[src/rtl/mem_port_arbiter.sv]
// mem_port_arbiter: shares one memory port between the fetch (imem) and load/store (dmem) requesters
//   clk, rst_n           : clock, asynchronous active-low reset
//   imem_*               : fetch request in (addr, rmask), response out (rdata, resp)
//   dmem_*               : load/store request in (addr, rmask, wmask, wdata), response out (rdata, resp)
//   mem_*                : downstream port, one request at a time, completion on mem_resp
//   proto_err            : sticky, set when a request hits an already-pending slot
//   MEM_ARB_RR_EN        : when defined, round-robin between requesters instead of dmem-first
module mem_port_arbiter #(
  parameter int ADDR_WIDTH = 32,
  parameter int DATA_WIDTH = 32
) (
  input  logic                    clk,
  input  logic                    rst_n,
  input  logic [ADDR_WIDTH-1:0]   imem_addr,
  input  logic [DATA_WIDTH/8-1:0] imem_rmask,
  output logic [DATA_WIDTH-1:0]   imem_rdata,
  output logic                    imem_resp,
  input  logic [ADDR_WIDTH-1:0]   dmem_addr,
  input  logic [DATA_WIDTH/8-1:0] dmem_rmask,
  input  logic [DATA_WIDTH/8-1:0] dmem_wmask,
  input  logic [DATA_WIDTH-1:0]   dmem_wdata,
  output logic [DATA_WIDTH-1:0]   dmem_rdata,
  output logic                    dmem_resp,
  output logic [ADDR_WIDTH-1:0]   mem_addr,
  output logic [DATA_WIDTH/8-1:0] mem_rmask,
  output logic [DATA_WIDTH/8-1:0] mem_wmask,
  output logic [DATA_WIDTH-1:0]   mem_wdata,
  input  logic [DATA_WIDTH-1:0]   mem_rdata,
  input  logic                    mem_resp,
  output logic                    proto_err
);
  localparam int MW = DATA_WIDTH / 8;
  typedef enum logic [1:0] {IDLE, ISSUE, WAIT} state_t;
  state_t state, state_nxt;
  logic                  i_valid, d_valid;
  logic [ADDR_WIDTH-1:0] i_addr, d_addr;
  logic [MW-1:0]         i_rmask, d_rmask, d_wmask;
  logic [DATA_WIDTH-1:0] d_wdata;
  logic                  owner;
  logic                  grant;
  logic                  i_req, d_req, resp_fwd, i_free, d_free;
  assign i_req    = |imem_rmask;
  assign d_req    = |(dmem_rmask | dmem_wmask);
  assign resp_fwd = (state == WAIT) && mem_resp;
  // a slot being released by this cycle's response may be refilled at the same edge
  assign i_free   = !i_valid || (resp_fwd && !owner);
  assign d_free   = !d_valid || (resp_fwd && owner);
`ifdef MEM_ARB_RR_EN
  logic last_grant;
  assign grant = (i_valid && d_valid) ? !last_grant : d_valid;
  always_ff @(posedge clk or negedge rst_n)
    if (!rst_n) last_grant <= 1'b0;
    else if (state == ISSUE) last_grant <= owner;
`else
  assign grant = d_valid;
`endif
  always_ff @(posedge clk or negedge rst_n) begin
    if (!rst_n) begin
      state     <= IDLE;
      owner     <= 1'b0;
      i_valid   <= 1'b0;
      d_valid   <= 1'b0;
      i_addr    <= '0;
      i_rmask   <= '0;
      d_addr    <= '0;
      d_rmask   <= '0;
      d_wmask   <= '0;
      d_wdata   <= '0;
      proto_err <= 1'b0;
    end else begin
      state <= state_nxt;
      if (state == IDLE) owner <= grant;
      if (i_req && i_free) begin
        i_valid <= 1'b1;
        i_addr  <= imem_addr;
        i_rmask <= imem_rmask;
      end else if (resp_fwd && !owner) begin
        i_valid <= 1'b0;
      end
      if (d_req && d_free) begin
        d_valid <= 1'b1;
        d_addr  <= dmem_addr;
        d_rmask <= dmem_rmask;
        d_wmask <= dmem_wmask;
        d_wdata <= dmem_wdata;
      end else if (resp_fwd && owner) begin
        d_valid <= 1'b0;
      end
      if ((i_req && !i_free) || (d_req && !d_free)) proto_err <= 1'b1;
    end
  end
  always_comb begin
    state_nxt  = state;
    mem_addr   = '0;
    mem_wdata  = '0;
    mem_rmask  = '0;
    mem_wmask  = '0;
    imem_resp  = 1'b0;
    dmem_resp  = 1'b0;
    imem_rdata = '0;
    dmem_rdata = '0;
    if (state == IDLE && (i_valid || d_valid)) state_nxt = ISSUE;
    else if (state == ISSUE) state_nxt = WAIT;
    else if (resp_fwd) state_nxt = IDLE;
    // the owner's slot cannot change until its response, so it holds addr/wdata through WAIT
    if (state == ISSUE || state == WAIT) begin
      mem_addr  = owner ? d_addr : i_addr;
      mem_wdata = owner ? d_wdata : '0;
    end
    if (state == ISSUE) begin
      mem_rmask = owner ? d_rmask : i_rmask;
      mem_wmask = owner ? d_wmask : '0;
    end
    if (resp_fwd) begin
      imem_resp  = !owner;
      dmem_resp  = owner;
      imem_rdata = owner ? '0 : mem_rdata;
      dmem_rdata = owner ? mem_rdata : '0;
    end
  end
endmodule

[config.mk]
export PLATFORM = sky130hd
export DESIGN_NAME = mem_port_arbiter
export DESIGN_NICKNAME = d
export VERILOG_FILES = /design/src/rtl/mem_port_arbiter.sv
export SDC_FILE = /design/constraint.sdc
export NUM_CORES = 1
export LEC_CHECK = 0
export BUFFER_PORTS_ARGS = -buffer_cell sky130_fd_sc_hd__buf_2
export CAP_MARGIN = 15
export CORE_MARGIN = 2
export CORE_UTILIZATION = 40
export DETAILED_ROUTE_END_ITERATION = 12
export PLACE_DENSITY = 0.82
export SYNTH_ARGS = -nofsm -noshare
export SYNTH_HDL_FRONTEND = slang
export SYNTH_SLANG_ARGS = --single-unit
[constraint.sdc]
create_clock -name clk -period 2 [get_ports clk]
set_input_delay 0.1 -clock clk [delete_from_list [all_inputs] [get_ports clk]]
set_output_delay 0.1 -clock clk [all_outputs]
set_load 0.02 [all_outputs]
# ---- Word-level counts from Yosys, hierarchy flattened
# Index checks and enable logic that the tools add are counted.
dict set report totals {
  ff_bits 114
  input_bits 143
  output_inout_bits 139
  word_cells 59
}
dict set report classes {
  n_eq_ne 2
  n_mux 21
  n_bitwise 1
  n_reduce_logical 24
}
# op n
set ops {}
lappend ops {{32-bit two-way mux} 8}
lappend ops {{4-bit two-way mux} 4}
lappend ops {{1-bit logical AND} 8}
lappend ops {{4-bit OR reduction} 2}
lappend ops {{1-bit two-way mux} 6}
lappend ops {{2-bit two-way mux} 3}
lappend ops {{1-bit zero test} 5}
lappend ops {{1-bit logical OR} 5}
lappend ops {{4-bit OR} 1}
lappend ops {{2-bit nonzero test} 2}
lappend ops {{3-bit nonzero test} 1}
lappend ops {{2-bit by 1-bit == test with 1-bit output, second input constant} 1}
lappend ops {{2-bit == test, second input constant} 1}
lappend ops {{2-bit zero test} 1}

# ---- Longest topological paths before layout
dict set report logic_depth {
  ltp_word 7
  ltp_mapped 6
  mapped_depth_nobuf 6
}

# ---- Worst setup path after synthesis
# No wires, ideal clock.
dict set report synth_path {
  kind {register to register}
  start {register state[0]}
  end {register d_addr[0]}
  setup_ns 0.125
  t_arrival_ns 1.789
  required_ns 1.875
  slack_ns 0.086
  path_stages_with_launch 7
  path_buffers 1
  period_less_slack_ns 1.914
  path_cell_list {dfrtp_1 > inv_1 > ha_1 > nand3_1 > a22oi_2 > buf_6 > mux2_2}
}
dict set report synth_via {
  elab_chain_len 5
}
# element line
set synth_rtl {}
lappend synth_rtl {{start, declared} 34} ;# state_t state, state_nxt;
lappend synth_rtl {{start signal, assigned} 71} ;# state <= state_nxt;
lappend synth_rtl {{2-bit == test} 44} ;# assign resp_fwd = (state == WAIT) && mem_resp;
lappend synth_rtl {{1-bit logical AND} 44}
lappend synth_rtl {{1-bit logical AND} 47} ;# assign d_free = !d_valid || (resp_fwd && owner);
lappend synth_rtl {{1-bit logical OR} 47}
lappend synth_rtl {{1-bit logical AND} 80} ;# if (d_req && d_free) begin
lappend synth_rtl {{end signal, assigned} 82} ;# d_addr <= dmem_addr;
lappend synth_rtl {{end, declared} 36} ;# logic [ADDR_WIDTH-1:0] i_addr, d_addr;
# No other way between the ends.
# A chain may end at the register's enable or synchronous reset.

# ---- Worst setup path after layout
dict set report layout_path {
  start {register state[0]}
  end {output port imem_rdata[17]}
}
dict set report layout_via {
  elab_chain_len 3
}
# element line
set layout_rtl {}
lappend layout_rtl {{2-bit == test} 44}
lappend layout_rtl {{1-bit logical AND} 44}
lappend layout_rtl {{32-bit two-way mux} 114} ;# if (resp_fwd) begin
lappend layout_rtl {{end, declared} 16} ;# output logic [DATA_WIDTH-1:0] imem_rdata,
# No other way between the ends.

==> impl_metrics.env <==
export IMPL_syn_to_final_growth_pct=62.40
export IMPL_hold_violations=0
export IMPL_vias_per_cell=4.898
export IMPL_crit_slowest_cell="dfrtp_1"
export IMPL_clkTransAtPathRegs_ns=0.05
export IMPL_placed_area_um2=7327
export IMPL_syn_area_um2=5657
export IMPL_drc=0
export IMPL_drive_gt1_frac=0.5325
export IMPL_setup_viol=0
export IMPL_yosys_area_top_type_share=0.5043
export IMPL_start_util=0.4091
export IMPL_cp_common_cell="inv_2"
export IMPL_clk_latency_ns=0.41
export IMPL_drt_pass1_iterations=4
export IMPL_fin_crit_ns=1.966
export IMPL_h_tree_depth=4
export IMPL_endpoint="imem_rdata[17]"
export IMPL_final_cell_area_um2=9186
export IMPL_postRouteAntennaNets=0
export IMPL_fillCellCount=965
export IMPL_status="complete, no violations"
export IMPL_synth_edff_count=0
export IMPL_p_total_uw=13550
export IMPL_dr_total_vias=5114
export IMPL_powerDensity_nw_per_um2=1476
export IMPL_fin_ws_ns=0.03361
export IMPL_post_place_ws_ns=0.1321
export IMPL_rsz0062_at_grt="true"
export IMPL_hold_path_class="input pin to flop"
export IMPL_timing_rr_end="i_addr[15]"
export IMPL_critical_path_max_stage_delay_ns=0.40
export IMPL_placementRows=43
export IMPL_required_ns=1.90
export IMPL_crit_path_start="state[0]"
export IMPL_clk_path_buf_depth=2
export IMPL_cts_made_buffers=17
export IMPL_worst_clock_skew_ns=0.007809
export IMPL_gp_congestion=0.8077
export IMPL_period_share=0.9832
export IMPL_finalMaxSlewViolations=0
export IMPL_routedWlPerCell_um=18.02
export IMPL_grt_max_degree=58
export IMPL_finalNetCount=998
export IMPL_cp_max_fo=33
export IMPL_fin_tns_setup_ns=0
export IMPL_grt_first_pass_wirelength_mm=27.74
export IMPL_gr_total_overflow=0
export IMPL_clock_sinks=114
export IMPL_crit_path_end_kind="output port"
export IMPL_dp_hpwl_mm=11.26
export IMPL_min_from="mem_resp"
export IMPL_syn_avg_cell_area_um2=12.54
export IMPL_fp_coreArea_um2=13830
export IMPL_ir_drop_mv=0.7563
export IMPL_async_flop_share=1.000
export IMPL_synth_seq_area_share=0.5043
export IMPL_wl_mm=18.82
export IMPL_ys_warn_count=0
export IMPL_grt_use_total=0.2464
export IMPL_fp_dieW_um=122.9
export IMPL_drv_cap=0
export IMPL_regToRegStartpoint="state[0]"
export IMPL_critPathKind="flop to output port"
export IMPL_max_freq_mhz=508.5
export IMPL_cp_arrival_ns=1.87
export IMPL_yosysMostFrequentCell="dfrtp_1"
export IMPL_fp_dieH_um=122.9
export IMPL_cts_tree="yes"
export IMPL_ios=282
export IMPL_critPathLaunchType="flop"
export IMPL_synth_area_leaders="dfrtp_1, mux2_2, and2_1"
export IMPL_r2r_cells=6
export IMPL_path_cells="inv_2 -> ha_4 -> nand3b_1 -> inv_2 -> buf_12 -> and2_1 -> buf_2"
export IMPL_yosys_area_top_type="dfrtp_1"
export IMPL_clockRootBuffer="clkbuf_16"
export IMPL_relSlewSlack=0.6325
export IMPL_antenna_found_initial=2
export IMPL_die_area_um2=15110
export IMPL_power_leakage_uw=0.004775
export IMPL_synth_top_flop_cell="dfrtp_1"
export IMPL_r2r_slack_ns=0.16
export IMPL_tightest_slew_ns=0.5512
export IMPL_synth_top_cells_by_count="dfrtp_1, mux2_2, and2_1"
export IMPL_synth_distinct_cells=22
export IMPL_ys_ff_latch=114
export IMPL_drtIter0Drc=209
export IMPL_port_buffer_count=281
export IMPL_hold_ws_ns=0.06821
export IMPL_synth_net_count=597
export IMPL_syn_instance_count=451
export IMPL_grt_pass1_vias=5421
## cells in the final DEF (no fill, tap or decap), drive strengths merged
cell type,n
buf,303
dlygate4sd3,109
nand2,5
bufbuf,1
nor2b,36
diode,2
mux2i,36
dfrtp,114
clkinv,7
nor3b,1
inv,4
a21oi,1
a311o,1
a21o,1
clkbuf,22
and3,36
o21ai,1
a22oi,1
and2,64
ha,3
nor4,3
nand3b,2
a31o,1
mux2,109
nand3,1
## layer usage
| layer | part of all wire | vias to the layer above | track usage |
|---|---|---|---|
| met2 | 0.54 | 243 | 0.4551 |
| met1 | 0.35 | 2467 | 0.2516 |
| met3 | 0.063 | 51 | 0.06181 |
| met4 | 0.046 | 0 | 0.1379 |
| met5 | 0 | - | 0 |
| li1 | - | 2353 | - |
## how the worst min path moves through the flow
| stage | end | slack [ns] | depth (start not counted) |
|---|---|---|---|
| 2_1_floorplan | d_addr[0] | -0.20 | 0 |
| 3_3_place_gp | i_addr[8] | 0.13 | 1 |
| 3_5_place_dp | d_addr[8] | 0.13 | 1 |
| 4_1_cts | state[0] | 0.03 | 4 |
| 5_1_grt | d_valid | 0.08 | 3 |
| 6_report | d_valid | 0.07 | 3 |
## final cells by class
| type | instances | area [um^2] | area share |
|---|---|---|---|
| antenna | 2 | 5.005 | 0.0005448 |
| clock buffer | 22 | 454.2 | 0.04944 |
| clock inverter | 7 | 38.79 | 0.004222 |
| inverter | 4 | 17.52 | 0.001907 |
| multi-input combinational | 302 | 2666 | 0.2902 |
| sequential | 114 | 2854 | 0.3107 |
| tap | 180 | 225.2 | 0.02452 |
| timing repair buffer | 413 | 2925 | 0.3184 |
## worst max-delay path: cells and delay by family, from the launching register on
kind | cells | cell delay [ns]
adders and majority gates | 1 | 0.15
buffers and inverters | 4 | 0.55
and+or+nand+nor | 2 | 0.34
DFF | 1 | 0.40
## power breakdown
group / total, uW / internal, uW / switching [uW] / leakage (uW)
clock network: 2570 / 1580 / 997 / 0.000249
logic: 7130 / 3370 / 3760 / 0.00321
registers: 3850 / 3310 / 544 / 0.00132
## timing repair
item,CTS,global route
gates resized for setup,31,34
hold buffers,109,0
pin swaps,0,0
endpoints found under the hold margin,145,0
setup buffers,1,3
setup endpoints to repair,87,82
cloned,2,0
## flip-flops by register name, summed over array words and instances (netlist names)
| name | cells |
|---|---|
| d_wmask | 4 |
| owner | 1 |
| d_rmask | 4 |
| i_valid | 1 |
| i_addr | 32 |
| d_addr | 32 |
| d_valid | 1 |
| d_wdata | 32 |
| state | 2 |
| proto_err | 1 |
| i_rmask | 4 |
## cell families (layout without fill, tap and decap cells)
| family | count (synthesis) | count (layout) | synth area share |
|---|---|---|---|
| adders and majority gates | 3 | 3 | 0.006636 |
| muxes | 145 | 145 | 0.2807 |
| other | 0 | 2 | 0 |
| AOI/OAI and AO/OA | 6 | 6 | 0.009290 |
| buffers and inverters | 35 | 446 | 0.03716 |
| DFF | 114 | 114 | 0.5043 |
| and+or+nand+nor | 148 | 148 | 0.1619 |
## stage by stage
step | instances | util
finish | 1044 | 0.6644
global route | 1044 | 0.6644
detailed placement | 899 | 0.5299
global placement | 899 | 0.5299
CTS | 1040 | 0.6568
floorplan | 451 | -
Note: power is estimated with default switching activity, not from simulation.
